[config.mk]
export PLATFORM = sky130hd
export DESIGN_NAME = adc_spi_rx
export DESIGN_NICKNAME = d
export VERILOG_FILES = /design/src/rtl/adc_spi_pkg.sv /design/src/rtl/adc_sclk_gen.sv /design/src/rtl/adc_spi_rx.sv
export SDC_FILE = /design/constraint.sdc
export NUM_CORES = 1
export LEC_CHECK = 0
export BUFFER_PORTS_ARGS = -buffer_cell sky130_fd_sc_hd__buf_2
export CAP_MARGIN = 40
export CORE_ASPECT_RATIO = 0.8
export CORE_MARGIN = 2
export CORE_UTILIZATION = 52
export CTS_BUF_LIST = sky130_fd_sc_hd__clkbuf_8
export DETAILED_ROUTE_END_ITERATION = 10
export GPL_TIMING_DRIVEN = 0
export PLACE_DENSITY = 0.77
export SYNTH_ARGS = -nofsm -noshare
export SYNTH_HDL_FRONTEND = slang
export SYNTH_SLANG_ARGS = --single-unit
[constraint.sdc]
create_clock -name Clk_P -period 1.6 [get_ports Clk_P]
set_input_delay 0.16 -clock Clk_P [delete_from_list [all_inputs] [get_ports Clk_P]]
set_output_delay 0.16 -clock Clk_P [all_outputs]
set_load 0.1 [all_outputs]
[src/rtl/adc_spi_pkg.sv]
// -----------------------------------------------------------------------------
// adc_spi_pkg
//   Shared definitions for the multi-channel SPI ADC receiver:
//   - state_t       : receiver FSM encoding (IDLE, SETUP, SHIFT, QUIET)
//   - DEF_*         : default parameter values used by adc_spi_rx
//   - max2()        : helper for sizing counters at elaboration time
// -----------------------------------------------------------------------------
package adc_spi_pkg;

  typedef enum logic [1:0] {
    IDLE  = 2'd0,
    SETUP = 2'd1,
    SHIFT = 2'd2,
    QUIET = 2'd3
  } state_t;

  localparam int DEF_FRAME_BITS = 16;
  localparam int DEF_DATA_BITS  = 12;
  localparam int DEF_CHANNELS   = 1;
  localparam int DEF_CLK_DIV    = 10;
  localparam int DEF_CS_IDLE    = 4;

  function automatic int max2(input int a, input int b);
    return (a > b) ? a : b;
  endfunction

endpackage

[src/rtl/adc_sclk_gen.sv]
// -----------------------------------------------------------------------------
// adc_sclk_gen
//   Serial clock generator for adc_spi_rx.
//   Ports:
//     Clk_P      in  system clock
//     Rst_P      in  synchronous active-high reset
//     run        in  divider runs while high, held at 0 otherwise
//     toggle_en  in  allow sclk_1 to toggle at the end of the current half-period
//     sclk_1     out serial clock, idles high (registered)
//     tick       out last Clk_P cycle of a half-period
//     rise_stb   out one-cycle strobe on the Clk_P edge where sclk_1 goes 0->1
// -----------------------------------------------------------------------------
module adc_sclk_gen #(
  parameter int CLK_DIV = 10
) (
  input  logic Clk_P,
  input  logic Rst_P,
  input  logic run,
  input  logic toggle_en,
  output logic sclk_1,
  output logic tick,
  output logic rise_stb
);

  localparam int                DIV_W    = $clog2(CLK_DIV);
  localparam logic [DIV_W-1:0] DIV_LAST = DIV_W'(CLK_DIV - 1);

  logic [DIV_W-1:0] div_cnt;

  assign tick     = run && (div_cnt == DIV_LAST);
  // sclk_1 is still low here and becomes high on this very edge.
  assign rise_stb = tick && toggle_en && !sclk_1;

  // NOTE: sequential state uses non-blocking assignments so every register
  // samples the pre-edge values, independent of process evaluation order.
  always_ff @(posedge Clk_P) begin
    if (Rst_P) begin
      div_cnt <= '0;
      sclk_1  <= 1'b1;
    end else begin
      if (!run || tick) div_cnt <= '0;
      else              div_cnt <= div_cnt + 1'b1;

      if (tick && toggle_en) sclk_1 <= ~sclk_1;
    end
  end

endmodule

[src/rtl/adc_spi_rx.sv]
// -----------------------------------------------------------------------------
// adc_spi_rx
//   Multi-channel SPI ADC receiver. Drives a shared cs_1/sclk_1 pair, shifts in
//   one MSB-first frame per channel, and presents right-aligned results through
//   a valid/ready handshake. Single-shot (start) or back-to-back (continuous).
//   Optional feature macro: ADC_SPI_RX_LEADZERO_CHECK_EN enables frame_err.
//   Ports:
//     Clk_P, Rst_P   system clock, synchronous active-high reset
//     start          single-shot request, honoured only in IDLE
//     continuous     keep issuing frames while high
//     DataIn         serial data, bit k = channel k
//     cs_1, sclk_1   ADC chip select (active low) and serial clock (idle high)
//     sample         results, channel k at [k*DATA_BITS +: DATA_BITS]
//     sample_valid   sample holds an unconsumed result
//     sample_ready   consumer accept
//     busy           FSM not in IDLE
//     overrun        sticky: result overwritten before acceptance
//     frame_err      nonzero leading bits in last loaded frame (macro only)
// -----------------------------------------------------------------------------
module adc_spi_rx
  import adc_spi_pkg::*;
#(
  parameter int FRAME_BITS = DEF_FRAME_BITS,
  parameter int DATA_BITS  = DEF_DATA_BITS,
  parameter int CHANNELS   = DEF_CHANNELS,
  parameter int CLK_DIV    = DEF_CLK_DIV,
  parameter int CS_IDLE    = DEF_CS_IDLE
) (
  input  logic                          Clk_P,
  input  logic                          Rst_P,
  input  logic                          start,
  input  logic                          continuous,
  input  logic [CHANNELS-1:0]           DataIn,
  output logic                          cs_1,
  output logic                          sclk_1,
  output logic [CHANNELS*DATA_BITS-1:0] sample,
  output logic                          sample_valid,
  input  logic                          sample_ready,
  output logic                          busy,
  output logic                          overrun,
  output logic                          frame_err
);

  // half_cnt counts sclk half-periods inside SHIFT and QUIET.
  localparam int               CNT_W      = $clog2(max2(2 * FRAME_BITS, 2 * CS_IDLE));
  localparam logic [CNT_W-1:0] SHIFT_LAST = CNT_W'(2 * FRAME_BITS - 1);
  localparam logic [CNT_W-1:0] QUIET_LAST = CNT_W'(2 * CS_IDLE - 1);

  state_t                                state, state_next;
  logic [CNT_W-1:0]                      half_cnt;
  logic [CHANNELS-1:0][FRAME_BITS-1:0]   shreg;
  logic                                  tick, rise_stb, toggle_en, load;

  assign busy = (state != IDLE);
  assign load = tick && (state == SHIFT) && (half_cnt == SHIFT_LAST);

  // sclk_1 falls at the end of SETUP and toggles every half-period in SHIFT,
  // except after the final high half, so it is already idle-high for QUIET.
  assign toggle_en = (state == SETUP) || ((state == SHIFT) && (half_cnt != SHIFT_LAST));

  adc_sclk_gen #(.CLK_DIV(CLK_DIV)) u_sclk_gen (
    .Clk_P     (Clk_P),
    .Rst_P     (Rst_P),
    .run       (busy),
    .toggle_en (toggle_en),
    .sclk_1    (sclk_1),
    .tick      (tick),
    .rise_stb  (rise_stb)
  );

  // NOTE: every output of an always_comb gets a default first, so no path
  // leaves it unassigned and no latch is inferred.
  always_comb begin
    state_next = state;
    unique case (state)
      IDLE:  if (start || continuous)              state_next = SETUP;
      SETUP: if (tick)                             state_next = SHIFT;
      SHIFT: if (load)                             state_next = QUIET;
      QUIET: if (tick && (half_cnt == QUIET_LAST)) state_next = continuous ? SETUP : IDLE;
      default:                                     state_next = IDLE;
    endcase
  end

  always_ff @(posedge Clk_P) begin
    if (Rst_P) begin
      state    <= IDLE;
      half_cnt <= '0;
      cs_1     <= 1'b1;
    end else begin
      state <= state_next;
      if (state_next != state) half_cnt <= '0;
      else if (tick)           half_cnt <= half_cnt + 1'b1;
      // Registered from next state so cs_1 falls the cycle after start.
      cs_1 <= !((state_next == SETUP) || (state_next == SHIFT));
    end
  end

  // NOTE: the shift registers are reset (not just overwritten) so a frame
  // aborted by reset can never leak partial bits into a later result.
  always_ff @(posedge Clk_P) begin
    if (Rst_P) begin
      shreg <= '0;
    end else if (rise_stb) begin
      for (int k = 0; k < CHANNELS; k++)
        shreg[k] <= {shreg[k][FRAME_BITS-2:0], DataIn[k]};
    end
  end

  always_ff @(posedge Clk_P) begin
    if (Rst_P) begin
      sample       <= '0;
      sample_valid <= 1'b0;
      overrun      <= 1'b0;
    end else if (load) begin
      for (int k = 0; k < CHANNELS; k++)
        sample[k*DATA_BITS +: DATA_BITS] <= shreg[k][DATA_BITS-1:0];
      sample_valid <= 1'b1;
      // A simultaneous acceptance consumes the old result, so no overrun.
      if (sample_valid && !sample_ready) overrun <= 1'b1;
    end else if (sample_valid && sample_ready) begin
      sample_valid <= 1'b0;
    end
  end

`ifdef ADC_SPI_RX_LEADZERO_CHECK_EN
  logic lead_bad;

  always_comb begin
    lead_bad = 1'b0;
    for (int k = 0; k < CHANNELS; k++)
      for (int b = DATA_BITS; b < FRAME_BITS; b++)
        lead_bad = lead_bad | shreg[k][b];
  end

  always_ff @(posedge Clk_P) begin
    if (Rst_P)     frame_err <= 1'b0;
    else if (load) frame_err <= lead_bad;
  end
`else
  assign frame_err = 1'b0;
`endif

endmodule

==> summary.md <==
| Metric | Value |
|---|---|
| Placer Congestion | `0.786` |
| Sequential power share | `0.549` |
| Worst-path clk slew | `70 ps` |
| Outcome | `complete, but fails checks` |
| Die width | `66.4 um` |
| Post-synthesis sequential area ratio | `0.482` |
| Number of diodes | `0` |
| Worst hold slack | `100 ps` |
| Share of flip-flops with an asynchronous set or reset after synthesis | `0` |
| Mapped Area | `0.00162 sq mm` |
| Initial Util | `0.533` |
| Net Sw Power | `402 uW` |
| Critical path fanouts, max | `10` |
| Row Count | `18` |
| HP Class | `primary input to flop` |
| GRT Overall Usage | `0.188` |
| Synth area leaders | `dfxtp_1, mux2i_1, nand2_1, nor2_1, a21oi_1` |
| H-tree depth | `2` |
| Initial antenna violation count | `0` |
| Final period utilization | `1.11` |
| Setup Skew | `4.44 ps` |
| Fin worst setup slack | `-171 ps` |
| Hold Buf Count CTS | `0` |
| Fraction of layout cells with a size suffix above 1 | `0.343` |
| Die Ht | `53.9 um` |
| Post-DP HPWL | `2270 um` |
| Vias in the first global route | `1072` |
| Worst setup SP type | `flop` |
| Nets | `225` |
| Worst-Skew Late Latency | `290 ps` |
| Core area | `0.00304 sq mm` |
| Largest net degree at the start of global routing | `12` |
| Register area | `788 sq um` |
| Syn nets | `186` |
| Unrepaired setup endpoints after global routing | `true` |
| Setup WS pre-CTS | `-220 ps` |
| Max Cap Viol | `0` |
| Final Cell Area | `0.00209 sq mm` |
| Post-DP Area | `0.00185 sq mm` |
| Global-route wire length before repair | `4900 um` |
| Gr ovfl total | `0` |
| Synth unique cells | `36` |
| Flops & latches, synth | `39` |
| Endpoint type of the worst setup path | `flop` |
| Avg WL per Cell | `12.5 um` |
| Initial detailed-routing violation count | `15` |
| Pint | `1.39 mW` |
| Final setup fails | `29` |
| Leakage | `0.956 nW` |
| Crit path arrival time | `1940 ps` |
| Fin. Hold Viols | `0` |
| Mean Syn Cell Area | `9.21 sq um` |
| Setup CP Type | `flop to flop` |
| Filler cell count | `258` |
| Final Routed Wirelength | `3200 um` |
| CTS sink count | `39` |
| Total power | `1.79 mW` |
| Residual DRC count | `0` |
| Area of the die | `0.00358 sq mm` |
| Top cell type's share of synthesized area | `0.482` |
| Final min period | `1770 ps` |
| I/O Buffers | `22` |
| I/O pin cnt | `24` |
| Detailed-route vias per instance | `5.14` |
| Sw frac | `0.225` |
| Top_reg_cell synth | `dfxtp_1` |
| Drt pass-1 iters | `4` |
| Via count | `1317` |
| Area Overhead vs Synth | `29.1%` |
| Total of warnings raised by yosys | `0` |
| Combinational share of power | `0.056` |
| Worst endpoint required time | `1770 ps` |
| Area leader, netlist | `dfxtp_1` |
| FMAX | `0.565 GHz` |
| Mapped Cells | `176` |
| Failing checks | `negative setup slack` |
| Area of the multi-input gates | `875 sq um` |
| TritonCTS clock tree | `built` |
| Clk pwr share | `0.395` |
| Maximum VDD drop | `0.000704 V` |
| Max clock buf depth | `2` |
| Power per cell area | `855 mW/mm^2` |
| TritonCTS Buffers | `5` |
| ANT nets after route | `0` |
| Final slew viol count | `0` |
| Post-synth EDFFs | `0` |
| Clock Tree Root | `clkbuf_8` |
[routing by layer]
layer / global-route usage / part of all wire / up-vias
li1: - / - / 674
met1: 0.239 / 0.49 / 614
met2: 0.287 / 0.45 / 23
met3: 0.0816 / 0.044 / 6
met4: 0.0680 / 0.015 / 0
met5: 0 / 0 / -
[power groups by stage]
stage	Clock, mW	Sequential, mW	Combinational, mW
after CTS	0.723	0.982	0.0946
after global placement	0	1.01	0.0917
after global routing	0.760	0.983	0.107
final	0.706	0.983	0.100
after detailed placement	0	1.01	0.0934
after floorplan	0	1.02	0.0611
[cell usage after synthesis, drive strengths merged, types with 2 or more instances]
cell    count
ha          4
dfxtp      39
a21oi      15
xnor2       3
nor2       25
inv         4
mux2i      12
clkbuf      3
and3        3
buf         5
a211o       2
o21ai       3
nand2      28
nor2b       2
nor3        2
xor2        2
o211ai      2
nand3       8
[what timing repair did]
| item | CTS | global route |
|---|---|---|
| pin swaps | 5 | 3 |
| gates cloned | 0 | 1 |
| setup buffers | 4 | 5 |
| resized for setup | 4 | 18 |
| setup endpoints to repair | 31 | 35 |
[layout by cell type (no fill, tap or decap), types with 3 or more instances in the layout]
cell type | synthesis | routed
clkbuf_8 | 0 | 7
o21ai_0 | 3 | 3
a21oi_2 | 0 | 3
dfxtp_2 | 0 | 3
buf_6 | 2 | 5
nand2_2 | 0 | 4
xnor2_1 | 3 | 3
mux2i_1 | 12 | 12
dfxtp_1 | 39 | 35
inv_1 | 4 | 4
nor2_1 | 25 | 23
nand2_1 | 28 | 23
nand3_1 | 8 | 4
clkbuf_1 | 3 | 3
buf_2 | 1 | 22
a21oi_1 | 15 | 12
nand3_2 | 0 | 4
buf_4 | 2 | 9
[through the flow]
| step | TNS (ps) | instances | util |
|---|---|---|---|
| after floorplan | -201 | 176 | - |
| after global placement | -1630 | 238 | 0.608 |
| after detailed placement | -2800 | 238 | 0.608 |
| after CTS | -2450 | 250 | 0.655 |
| after global routing | -5050 | 256 | 0.688 |
| final | -2900 | 256 | 0.688 |
[path summary, 6_finish.rpt]
| kind | from | to | slack (ps) | cells after the start |
|---|---|---|---|---|
| hold reg to reg | u_sclk_gen.div_cnt[0]$_SDFF_PP0_ | u_sclk_gen.div_cnt[0]$_SDFF_PP0_ | 440 | 1 |
| hold / removal | DataIn | shreg[0]$_SDFFE_PP0P_ | 100 | 3 |
| setup / recovery | half_cnt[0]$_SDFFE_PP0P_ | shreg[8]$_SDFFE_PP0P_ | -170 | 8 |
| setup reg to reg | half_cnt[0]$_SDFFE_PP0P_ | shreg[8]$_SDFFE_PP0P_ | -170 | 8 |
[cells by family after synthesis]
family / Yosys count / synth area share
simple gates: 77 / 0.235
xor+xnor: 5 / 0.0270
other cells: 1 / 0.00231
mux: 12 / 0.0741
flops: 39 / 0.482
fa+ha+maj: 4 / 0.0309
buf+inv: 12 / 0.0425
compound gates: 26 / 0.107
[sequential cells by signal (all words and copies together) (netlist names)]
name / cells
shreg: 12
cs_1: 1
half_cnt: 5
u_sclk_gen.sclk_1: 1
overrun: 1
u_sclk_gen.div_cnt: 4
sample_valid: 1
sample: 12
state: 2
[final cells by class]
type	instances	area share
Buffer	8	0.0293
Clock buffer	7	0.0461
Timing Repair Buffer	32	0.0951
Multi-Input combinational cell	125	0.418
Clock inverter	1	0.00179
Sequential cell	39	0.377
Tap cell	40	0.0239
Inverter	4	0.00897
[critical path, stage by stage (launching register included)]
cell and delay, ps:
dfxtp_4 360, ha_4 150, and3_4 180, ha_4 180
nor3b_4 250, o211ai_4 130, buf_8 160, mux2i_1 160
nor2_1 60
Note: power is estimated with default switching activity, not from simulation.
